<file path="config.mk">
export PLATFORM = sky130hd
export DESIGN_NAME = fetch_unit_flat
export DESIGN_NICKNAME = d
export VERILOG_FILES = /design/src/rtl/fetch_unit_if.sv /design/src/rtl/fetch_unit.sv /design/src/flat_wrapper.sv
export SDC_FILE = /design/constraint.sdc
export NUM_CORES = 1
export LEC_CHECK = 0
export ABC_AREA = 1
export ABC_CLOCK_PERIOD_IN_PS = 2400
export CORE_MARGIN = 1.5
export CORE_UTILIZATION = 47
export CTS_CLUSTER_DIAMETER = 100
export DETAILED_ROUTE_END_ITERATION = 10
export MAX_ROUTING_LAYER = met4
export PLACE_DENSITY = 0.82
export SLEW_MARGIN = 20
export SYNTH_ARGS = -nofsm -noshare
export SYNTH_HDL_FRONTEND = slang
export SYNTH_SLANG_ARGS = --single-unit
</file>
<file path="constraint.sdc">
create_clock -name CLK -period 2.4 [get_ports CLK]
set_input_delay 0.6 -clock CLK [delete_from_list [all_inputs] [get_ports CLK]]
set_output_delay 0.6 -clock CLK [all_outputs]
set_load 0.02 [all_outputs]
</file>
<file path="src/rtl/fetch_unit_if.sv">
// Fetch-stage bundle: icache read port, hazard/redirect/halt
// controls in, and the IF/ID-facing instruction outputs.
interface fetch_unit_if;
    logic        ihit;
    logic [31:0] iload;
    logic        iREN;
    logic [31:0] iaddr;
    logic        stall;
    logic        redirect;
    logic [31:0] redirect_pc;
    logic        halt;
    logic        fetch_valid;
    logic [31:0] fetch_instr;
    logic [31:0] fetch_pc;
    logic [31:0] fetch_npc;
    logic        flush_out;

    modport master (
        input  ihit, iload, stall,
        input  redirect, redirect_pc, halt,
        output iREN, iaddr,
        output fetch_valid, fetch_instr,
        output fetch_pc, fetch_npc, flush_out
    );

    modport slave (
        output ihit, iload, stall,
        output redirect, redirect_pc, halt,
        input  iREN, iaddr,
        input  fetch_valid, fetch_instr,
        input  fetch_pc, fetch_npc, flush_out
    );
endinterface

</file>
<file path="src/rtl/fetch_unit.sv">
// Instruction fetch stage: owns the PC, drives the icache, feeds IF/ID.
// IF_PERF_CNT_EN adds fetch_count / miss_cycles counters.
module fetch_unit #(
    parameter logic [31:0] PC_INIT = 32'h0000_0000
) (
    input  logic          CLK,
    input  logic          nRST,
    fetch_unit_if.master  fif
`ifdef IF_PERF_CNT_EN
    ,
    output logic [31:0]   fetch_count,
    output logic [31:0]   miss_cycles
`endif
);

    typedef enum logic [1:0] {
        FETCH,
        HOLD,
        DRAIN,
        HALTED
    } state_t;

    state_t      state, state_n;
    logic [31:0] pc, pc_n;
    logic [31:0] buf_instr, buf_n;
    logic [31:0] redir_pc, redir_n;

    logic        ren;
    logic        valid;
    logic        flush;
    logic [31:0] instr;

    // State, PC, hold buffer and pending redirect target
    always_ff @(posedge CLK or negedge nRST) begin
        if (!nRST) begin
            state     <= FETCH;
            pc        <= PC_INIT;
            buf_instr <= '0;
            redir_pc  <= '0;
        end else begin
            state     <= state_n;
            pc        <= pc_n;
            buf_instr <= buf_n;
            redir_pc  <= redir_n;
        end
    end

    // Next-state and output decode; redirect outranks halt and stall
    always_comb begin
        state_n = state;
        pc_n    = pc;
        buf_n   = buf_instr;
        redir_n = redir_pc;
        ren     = 1'b0;
        valid   = 1'b0;
        flush   = 1'b0;
        instr   = fif.iload;
        unique case (state)
            FETCH: begin
                ren   = 1'b1;
                flush = fif.redirect;
                valid = fif.ihit & ~fif.redirect;
                if (fif.redirect) begin
                    if (fif.ihit) begin
                        pc_n = fif.redirect_pc;
                    end else begin
                        // miss in flight: let it land before re-addressing
                        redir_n = fif.redirect_pc;
                        state_n = DRAIN;
                    end
                end else if (fif.halt) begin
                    state_n = HALTED;
                end else if (fif.ihit) begin
                    if (fif.stall) begin
                        buf_n   = fif.iload;
                        state_n = HOLD;
                    end else begin
                        pc_n = pc + 32'd4;
                    end
                end
            end
            HOLD: begin
                instr = buf_instr;
                flush = fif.redirect;
                valid = ~fif.redirect;
                if (fif.redirect) begin
                    pc_n    = fif.redirect_pc;
                    state_n = FETCH;
                end else if (fif.halt) begin
                    state_n = HALTED;
                end else if (!fif.stall) begin
                    pc_n    = pc + 32'd4;
                    state_n = FETCH;
                end
            end
            DRAIN: begin
                ren   = 1'b1;
                flush = fif.redirect;
                if (fif.redirect) begin
                    redir_n = fif.redirect_pc;
                end
                if (fif.ihit) begin
                    pc_n    = fif.redirect ? fif.redirect_pc
                                           : redir_pc;
                    state_n = FETCH;
                end
            end
            HALTED: begin
                state_n = HALTED;
            end
            default: begin
                state_n = FETCH;
            end
        endcase
    end

    assign fif.iREN        = ren;
    assign fif.iaddr       = pc;
    assign fif.fetch_valid = valid;
    assign fif.fetch_instr = instr;
    assign fif.fetch_pc    = pc;
    assign fif.fetch_npc   = pc + 32'd4;
    assign fif.flush_out   = flush;

`ifdef IF_PERF_CNT_EN
    // Accepted-instruction and miss-cycle counters, free-running wrap
    always_ff @(posedge CLK or negedge nRST) begin
        if (!nRST) begin
            fetch_count <= '0;
            miss_cycles <= '0;
        end else begin
            if (valid & ~fif.stall)
                fetch_count <= fetch_count + 32'd1;
            if (ren & ~fif.ihit)
                miss_cycles <= miss_cycles + 32'd1;
        end
    end
`endif

endmodule

</file>
<file path="src/flat_wrapper.sv">
// flat-port wrapper written by rule: the top's interface ports become plain ports
module fetch_unit_flat 
#(
    parameter logic [31:0] PC_INIT = 32'h0000_0000
)
  (CLK, nRST, fif_ihit, fif_iload, fif_stall, fif_redirect, fif_redirect_pc, fif_halt, fif_iREN, fif_iaddr, fif_fetch_valid, fif_fetch_instr, fif_fetch_pc, fif_fetch_npc, fif_flush_out);
  fetch_unit_if fif_i ();
  input  logic CLK;
  input  logic nRST;
  input wire logic [$bits(fif_i.ihit)-1:0] fif_ihit;
  input wire logic [$bits(fif_i.iload)-1:0] fif_iload;
  input wire logic [$bits(fif_i.stall)-1:0] fif_stall;
  input wire logic [$bits(fif_i.redirect)-1:0] fif_redirect;
  input wire logic [$bits(fif_i.redirect_pc)-1:0] fif_redirect_pc;
  input wire logic [$bits(fif_i.halt)-1:0] fif_halt;
  output wire logic [$bits(fif_i.iREN)-1:0] fif_iREN;
  output wire logic [$bits(fif_i.iaddr)-1:0] fif_iaddr;
  output wire logic [$bits(fif_i.fetch_valid)-1:0] fif_fetch_valid;
  output wire logic [$bits(fif_i.fetch_instr)-1:0] fif_fetch_instr;
  output wire logic [$bits(fif_i.fetch_pc)-1:0] fif_fetch_pc;
  output wire logic [$bits(fif_i.fetch_npc)-1:0] fif_fetch_npc;
  output wire logic [$bits(fif_i.flush_out)-1:0] fif_flush_out;
  assign fif_i.ihit = fif_ihit;
  assign fif_i.iload = fif_iload;
  assign fif_i.stall = fif_stall;
  assign fif_i.redirect = fif_redirect;
  assign fif_i.redirect_pc = fif_redirect_pc;
  assign fif_i.halt = fif_halt;
  assign fif_iREN = fif_i.iREN;
  assign fif_iaddr = fif_i.iaddr;
  assign fif_fetch_valid = fif_i.fetch_valid;
  assign fif_fetch_instr = fif_i.fetch_instr;
  assign fif_fetch_pc = fif_i.fetch_pc;
  assign fif_fetch_npc = fif_i.fetch_npc;
  assign fif_flush_out = fif_i.flush_out;
  fetch_unit #(.PC_INIT(PC_INIT)) u_core (.CLK(CLK), .nRST(nRST), .fif(fif_i));
endmodule
</file>
---- Word-level counts from Yosys, hierarchy flattened ----
Index checks and enable logic that the tools add are counted.
storage, ports and cells
  flip-flop bits (word level) ............. 98
  output and inout bits ................... 131
operators by class
  mux-type cells .......................... 27
  $add $sub $neg .......................... 1
  bitwise operators ....................... 3
  eq/ne operators ......................... 14
  reductions and logical operators ........ 9
operator list
  operator                                                               number
  32-bit two-way mux                                                     12
  32-bit one-hot mux with 3 select lines                                 1
  32-bit one-hot mux with 2 select lines                                 1
  32-bit by 3-bit adder with 32-bit output, second input constant        1
  2-bit two-way mux                                                      9
  3-bit inequality test, second input constant                           5
  4-bit inequality test, second input constant                           3
  5-bit AND reduction                                                    2
  2-bit one-hot mux with 4 select lines                                  1
  2-bit inequality test, second input constant                           3
  6-bit AND reduction                                                    1
  2-bit equality test, second input constant                             2
  3-bit AND reduction                                                    1
  3-bit nonzero test                                                     1
  3-bit OR reduction                                                     1
  2-bit by 1-bit equality test with 1-bit output, second input constant  1
  2-bit zero test                                                        1
  1-bit two-way mux                                                      2
  1-bit inverter                                                         2
  1-bit one-hot mux with 2 select lines                                  1
  2-bit nonzero test                                                     1
  2-bit OR reduction                                                     1
  1-bit AND                                                              1

---- Longest topological paths before layout ----
Gate-level depths: netlist (run 1).
  depth after elaboration ................. 6
  depth in mapped cells ................... 12

---- Worst setup path before layout (run 1) ----
No wires, ideal clock.
  kind .................................... flip-flop to output port
  start ................................... register u_core.pc[3] (netlist: u_core.fif.fetch_pc[3])
  end ..................................... output port fif_fetch_npc[22]
  cell stages (with the launch flop) ...... 8
  slack ................................... 0.117 ns
  data arrival time ....................... 1.683 ns
  cell sequence ........................... dfrtp_1 -> ha_1 -> nand2_2 -> nor2_8 -> nand2_8 -> nor2_8 -> nand2_1 -> xor2_1
between the ends
  cells in the longest elaborated chain, start to end .. 1
RTL lines
  item                                      RTL line            RTL
  from (decl)                               fetch_unit.sv:24    logic [31:0] pc, pc_n;
  from (signal assigned)                    fetch_unit.sv:42    pc <= pc_n;
  32-bit by 3-bit adder with 32-bit output  fetch_unit.sv:122   assign fif.fetch_npc = pc + 32'd4;
  to (decl)                                 flat_wrapper.sv:21  output wire logic [$bits(fif_i.fetch_npc)-1:0] fif_fetch_npc;
No other way between the ends.

---- Final worst setup path (run 1) ----
  start ................................... register u_core.pc[2] (netlist: u_core.fif.fetch_pc[2])
  end ..................................... output port fif_fetch_npc[14]
Same word-level chain as after synthesis.

==> results of run 1 <==
## cells in the mapped netlist, drive strengths merged, types with 2 or more instances
library cell	n	area, µm²
xor2	18	210.2
nand3b	3	22.52
buf	59	395.4
nor3	4	31.28
a22oi	10	75.07
a21oi	43	215.2
o21ai	92	460.4
nand3	12	60.06
o22ai	2	12.51
nand2	342	1330
dfrtp	98	2452
and2	4	25.02
inv	64	240.2
a221oi	6	52.55
nor2	70	382.9
clkbuf	15	56.30
## stage by stage
stage | TNS [ps] | cell area [µm²] | power, mW | utilization [%]
floorplan | 0 | 6106 | 7.448 | -
global placement | -4936 | 8780 | 10.85 | 69.29
detailed placement | -5928 | 8780 | 11.06 | 69.29
CTS | -1449 | 9069 | 12.37 | 71.57
global route | -2844 | 9203 | 13.46 | 72.63
finish | -1014 | 9203 | 12.60 | 72.63
## worst max path at each step
stage	endpoint	slack (ps)
2_1_floorplan	fif_fetch_npc[22]	120
3_3_place_gp	fif_fetch_instr[20]	-210
3_5_place_dp	fif_fetch_instr[20]	-200
4_1_cts	fif_fetch_npc[28]	-240
5_1_grt	fif_fetch_npc[14]	-220
6_report	fif_fetch_npc[14]	-140
## sequential cells by signal (all words and copies together) (netlist names)
register and count:
u_core.redir_pc 32, u_core.buf_instr 32, u_core.state 2, u_core.fif.fetch_pc 32
## final cells by class
| type | count | area, µm² | share of cell area, % |
|---|---|---|---|
| Clock buffer | 12 | 266.5 | 2.896 |
| Inverter | 64 | 240.2 | 2.610 |
| Multi-Input combinational cell | 615 | 3099 | 33.68 |
| Sequential cell | 98 | 2452 | 26.65 |
| Tap cell | 172 | 215.2 | 2.339 |
| Timing Repair Buffer | 322 | 2929 | 31.83 |
## cell families (layout without fill, tap and decap cells)
family / count (synthesis) / after routing / synth area share, %
xor gates and xnor gates: 19 / 19 / 3.586
and+or+nand+nor: 436 / 436 / 30.53
AOI/OAI and AO/OA: 159 / 159 / 14.18
adders and majority gates: 1 / 1 / 0.2049
buffers and inverters: 138 / 398 / 11.33
DFF: 98 / 98 / 40.16
## where the power goes
part           leakage, nW  switching, mW  internal, mW
clock                0.132          0.603         0.765
sequential            1.19          0.616          2.48
combinational         3.30           4.48          3.65
## critical path, cell delays in order (launching register included)
cell and delay [ps]:
dfrtp_1 430, ha_4 180, nand2_4 70, nor2_8 150, nand2_8 100, buf_12 140, nor2_4 100, buf_6 120
xor2_4 160, buf_6 140
## per-layer routing
| metal | GRT usage, % | vias to the layer above | wire, µm |
|---|---|---|---|
| met5 | - | - | 0 |
| met4 | 11.33 | 0 | 500 |
| li1 | - | 3166 | - |
| met1 | 35.35 | 3102 | 7734 |
| met2 | 48.07 | 286 | 9280 |
| met3 | 5.561 | 42 | 1416 |
## timing repair
action	in CTS	in global routing
pin swaps	10	16
gates resized for setup	161	71
endpoints found under the setup margin	62	42
buffers inserted	10	5
==> results_dict.tcl, run 1 <==
set metrics [dict create \
    status "finished, violations left" \
    violations "negative setup slack" \
    timing.fmax_mhz 394.3 \
    synth_nets 922 \
    synth-edff-count 0 \
    grt_pass1_vias 6244 \
    areaGrowthSynthToFinish_pct 50.72 \
    drv_cap 0 \
    ant_nets 0 \
    ys.flop_type "dfrtp_1" \
    drt-wirelength-per-cell_um 14.76 \
    reg2reg_depth 18 \
    synth_seq_area_share_pct 40.16 \
    reg2reg_slack_ps 0 \
    fin_skew_ps 5.057 \
    initial_core_util_pct 48.19 \
    ys_warn_count 0 \
    timing.rr.start "u_core.fif.fetch_pc[2]" \
    startpoint_type "flip-flop" \
    portBuffers 200 \
    period_share_pct 105.7 \
    drt_iter0_markers 436 \
    synth.distinct_cells 37 \
    mostFrequentLayoutCell "nand2_1" \
    cts_hold_buf 0 \
    final_net_count 1181 \
    required_ps 1800 \
    drive_gt1_share_pct 20.88 \
    dp.cells 1256 \
    layout_common_cells "324 x nand2_1, 137 x clkdlybuf4s50_1, 121 x buf_4" \
    ys_ff_latch 98 \
    timing.slew.headroom_pct 65.59 \
    grt_max_degree 65 \
    cts_tree "built" \
    crit_arrival_ps 1940 \
    avgViaCountPerCell 5.141 \
    vdd_drop_max_mv 0.6000 \
    cts_inserted_buffers 9 \
    fin_cells 1283 \
    pin_count 201 \
    gr-total-overflow 0 \
    critPathCaptureType "output port" \
    critPathKind "flip-flop to output port" \
    setup_violations 17 \
    diodes 0 \
    firstDrtPassIters 5 \
    dp_hpwl_um 13730 \
    clock-root-buffer "clkbuf_16" \
    worst_hold_slack_ps 170.3 \
    nFillCells 982 \
    place.gp.congestion 0.9213 \
    rsz0062_at_grt "true" \
    wl_um 18930 \
    rows 41 \
    critPathLaunch "u_core.fif.fetch_pc[2]" \
    h-tree-depth 3 \
    r2r-end "u_core.fif.fetch_pc[14]" \
    p_leak_nw 4.621 \
    grt_usage_pct 29.06 \
    clock_latency_ps 350 \
    clock_path_buffers 2 \
    die_h_um 117.0 \
    hold_path.class "primary input to asynchronous set/reset pin" \
    hold_violations 0 \
    path_max_fanout 4 \
    tightestPinTransition_ps 514.2 \
    dieWidth_um 117.0 \
    grt_pass1_wl_um 29840 \
    vias 6596 \
    antenna_found_initial 0 \
    fin_crit_ps 2536 \
    slew_violations 0 \
    dp_slack_ps -203.5 \
    dieArea_um2 13680 \
    synth-async-reset-ratio_pct 100.0 \
    powerDensity_nw_per_um2 1369 \
    core_um2 12670 \
    netlist_area_um2 6106 \
    synthCells 851 \
    route.detailed.drc 0 \
    syn_avg_cell_area_um2 7.175 \
    setup_slack_ps -136.1 \
    clock_sinks 98 \
    path_clk_slew_ps 60 \
]
No activity file was read; power rests on OpenSTA's default activity.
==> inputs of run 2 (changes only) <==
- GPL_TIMING_DRIVEN: not set -> 0
- REMOVE_ABC_BUFFERS: not set -> 1
==> run 2 against run 1 <==
  * The flow still finishes with violations (negative setup slack)
  * Via count is 1.4% higher
  * Utilization decreased by 1.9 points
  * Power decreased by 1.2%
  * Global-route usage is 0.098 points lower
  * Sequential power rose by 8.4%
  * Design area decreased by 2.6%
  * Sequential share of layout area grew 0.94 points
  * First-iteration DRC count up 46%
  * Worst hold slack lost 12 ps
  * Clock skew rose by 2.4 ps
  * Non-clock buffer count shrank 67
  * Clock power rose by 4%
  * Critical endpoint is now fif_fetch_npc[20]
  * Largest cell class unchanged
==> results_dict.tcl, run 2 (synthesis results as in run 1) <==
set metrics [dict create \
    gr-total-overflow 0 \
    startpoint_type "flip-flop" \
    required_ps 1800 \
    grt_pass1_wl_um 29550 \
    drt-wirelength-per-cell_um 16.65 \
    final_net_count 1119 \
    dp_hpwl_um 12210 \
    p_leak_nw 4.347 \
    multi_input_area_um2 3267 \
    timing.fmax_mhz 379.0 \
    portBuffers 200 \
    die_h_um 117.0 \
    fin_crit_ps 2638 \
    path_clk_slew_ps 70 \
    layout_common_cells "321 x nand2_1, 135 x clkdlybuf4s50_1, 82 x dfrtp_1" \
    cts_inserted_buffers 9 \
    crit_path_end "fif_fetch_npc[20]" \
    p_comb_share_pct 61.6 \
    slew_violations 0 \
    clock_path_buffers 2 \
    status "finished, violations left" \
    p_switching_mw 5.920 \
    clock-root-buffer "clkbuf_16" \
    areaGrowthSynthToFinish_pct 46.78 \
    timing.rr.start "u_core.fif.fetch_pc[3]" \
    vdd_drop_max_mv 0.7292 \
    initial_core_util_pct 48.19 \
    critPathKind "flip-flop to output port" \
    cts_hold_buf 0 \
    antenna_found_initial 1 \
    route.detailed.drc 0 \
    r2r-end "u_core.fif.fetch_pc[20]" \
    mostFrequentLayoutCell "nand2_1" \
    rsz0062_at_grt "true" \
    rows 41 \
    fin_skew_ps 7.482 \
    crit_arrival_ps 2040 \
    wl_um 20410 \
    path_max_fanout 4 \
    reg2reg_depth 14 \
    setup_slack_ps -238.4 \
    clock_sinks 98 \
    grt_max_degree 65 \
    avgViaCountPerCell 5.454 \
    grt_usage_pct 28.97 \
    ant_nets 0 \
    firstDrtPassIters 5 \
    reg2reg_slack_ps 100 \
    critPathLaunch "u_core.fif.fetch_pc[3]" \
    power_frac_clock_pct 11.4 \
    timing.slew.headroom_pct 35.60 \
    setup_violations 20 \
    h-tree-depth 3 \
    pin_count 201 \
    tightestPinTransition_ps 965.0 \
    hold_violations 0 \
    power_frac_seq_pct 27.0 \
    core_um2 12670 \
    nFillCells 988 \
    period_share_pct 109.9 \
    clock_latency_ps 350 \
    regArea_um2 2472 \
    powerDensity_nw_per_um2 1388 \
    vias 6687 \
    drt_iter0_markers 637 \
    violations "negative setup slack" \
    dp_slack_ps -904.2 \
    critPathCaptureType "output port" \
    hold_path.class "primary input to asynchronous set/reset pin" \
    dieArea_um2 13680 \
    p_int_mw 6.522 \
    cts_tree "built" \
    grt_pass1_vias 6132 \
    drive_gt1_share_pct 20.23 \
    worst_hold_slack_ps 157.9 \
    place.gp.congestion 0.8977 \
    drv_cap 0 \
    dieWidth_um 117.0 \
    sw_frac_of_total_pct 47.58 \
]
run 2: stage by stage:
step	std cells	cell area (µm²)	power, mW	util (%)	setup TNS, ps
finish	1226	8962	12.44	70.73	-2174
global route	1226	8962	13.21	70.73	-3325
CTS	1203	8607	11.78	67.93	-796.6
detailed placement	1153	7999	10.03	63.13	-55840
global placement	1149	7871	9.778	62.12	-575000
floorplan	777	5654	6.865	-	-54610
run 2: metal layers:
metal  vias to the layer above  global-route usage, %  part of all wire (%)
li1                       3062                      -                     -
met4                         0                  12.93                   4.2
met2                       410                  49.12                    49
met5                         -                      -                     0
met1                      3128                  33.20                    37
met3                        87                  6.025                    10
run 2: timing repair:
item                       4_1_cts  5_1_grt
gates cloned                     4        2
setup endpoints to repair      117      117
gates resized for setup        210      125
pin swaps                       19       22
buffers inserted                30       20
run 2: how the worst min path moves through the flow:
stage	depth (start not counted)	slack (ps)	endpoint	from
global route	1	190	u_core.fif.fetch_pc[5]	nRST
global placement	2	450	u_core.redir_pc[19]	u_core.redir_pc[19]
CTS	1	170	u_core.redir_pc[6]	nRST
floorplan	0	300	u_core.buf_instr[0]	nRST
detailed placement	2	460	u_core.redir_pc[19]	u_core.redir_pc[19]
finish	1	160	u_core.redir_pc[6]	nRST
run 2: critical path, cell delays in order, from the launching register on:
cell     delay, ps
dfrtp_1        440
ha_4           180
nand2_4         70
nor2_8         160
nand2_8         90
buf_6          130
nor3_4         200
xor2_2         250
buf_6          160
run 2: layout make-up:
cell class,instances,share of cell area (%)
antenna,1,0.02792
clock buffer,14,3.057
clock inverter,2,0.1117
inverter,64,2.946
multi-input combinational,619,36.45
sequential,98,27.59
tap,172,2.401
timing repair buffer,255,27.36
timing repair inverter,1,0.05584
run 2: power by group through the flow:
stage / Combinational, mW / Clock, mW / Sequential [mW]
2_1_floorplan: 3.04 / 0 / 3.83
3_3_place_gp: 6.46 / 0 / 3.32
3_5_place_dp: 6.69 / 0 / 3.34
4_1_cts: 7.03 / 1.43 / 3.32
5_1_grt: 8.24 / 1.51 / 3.47
6_report: 7.66 / 1.42 / 3.36
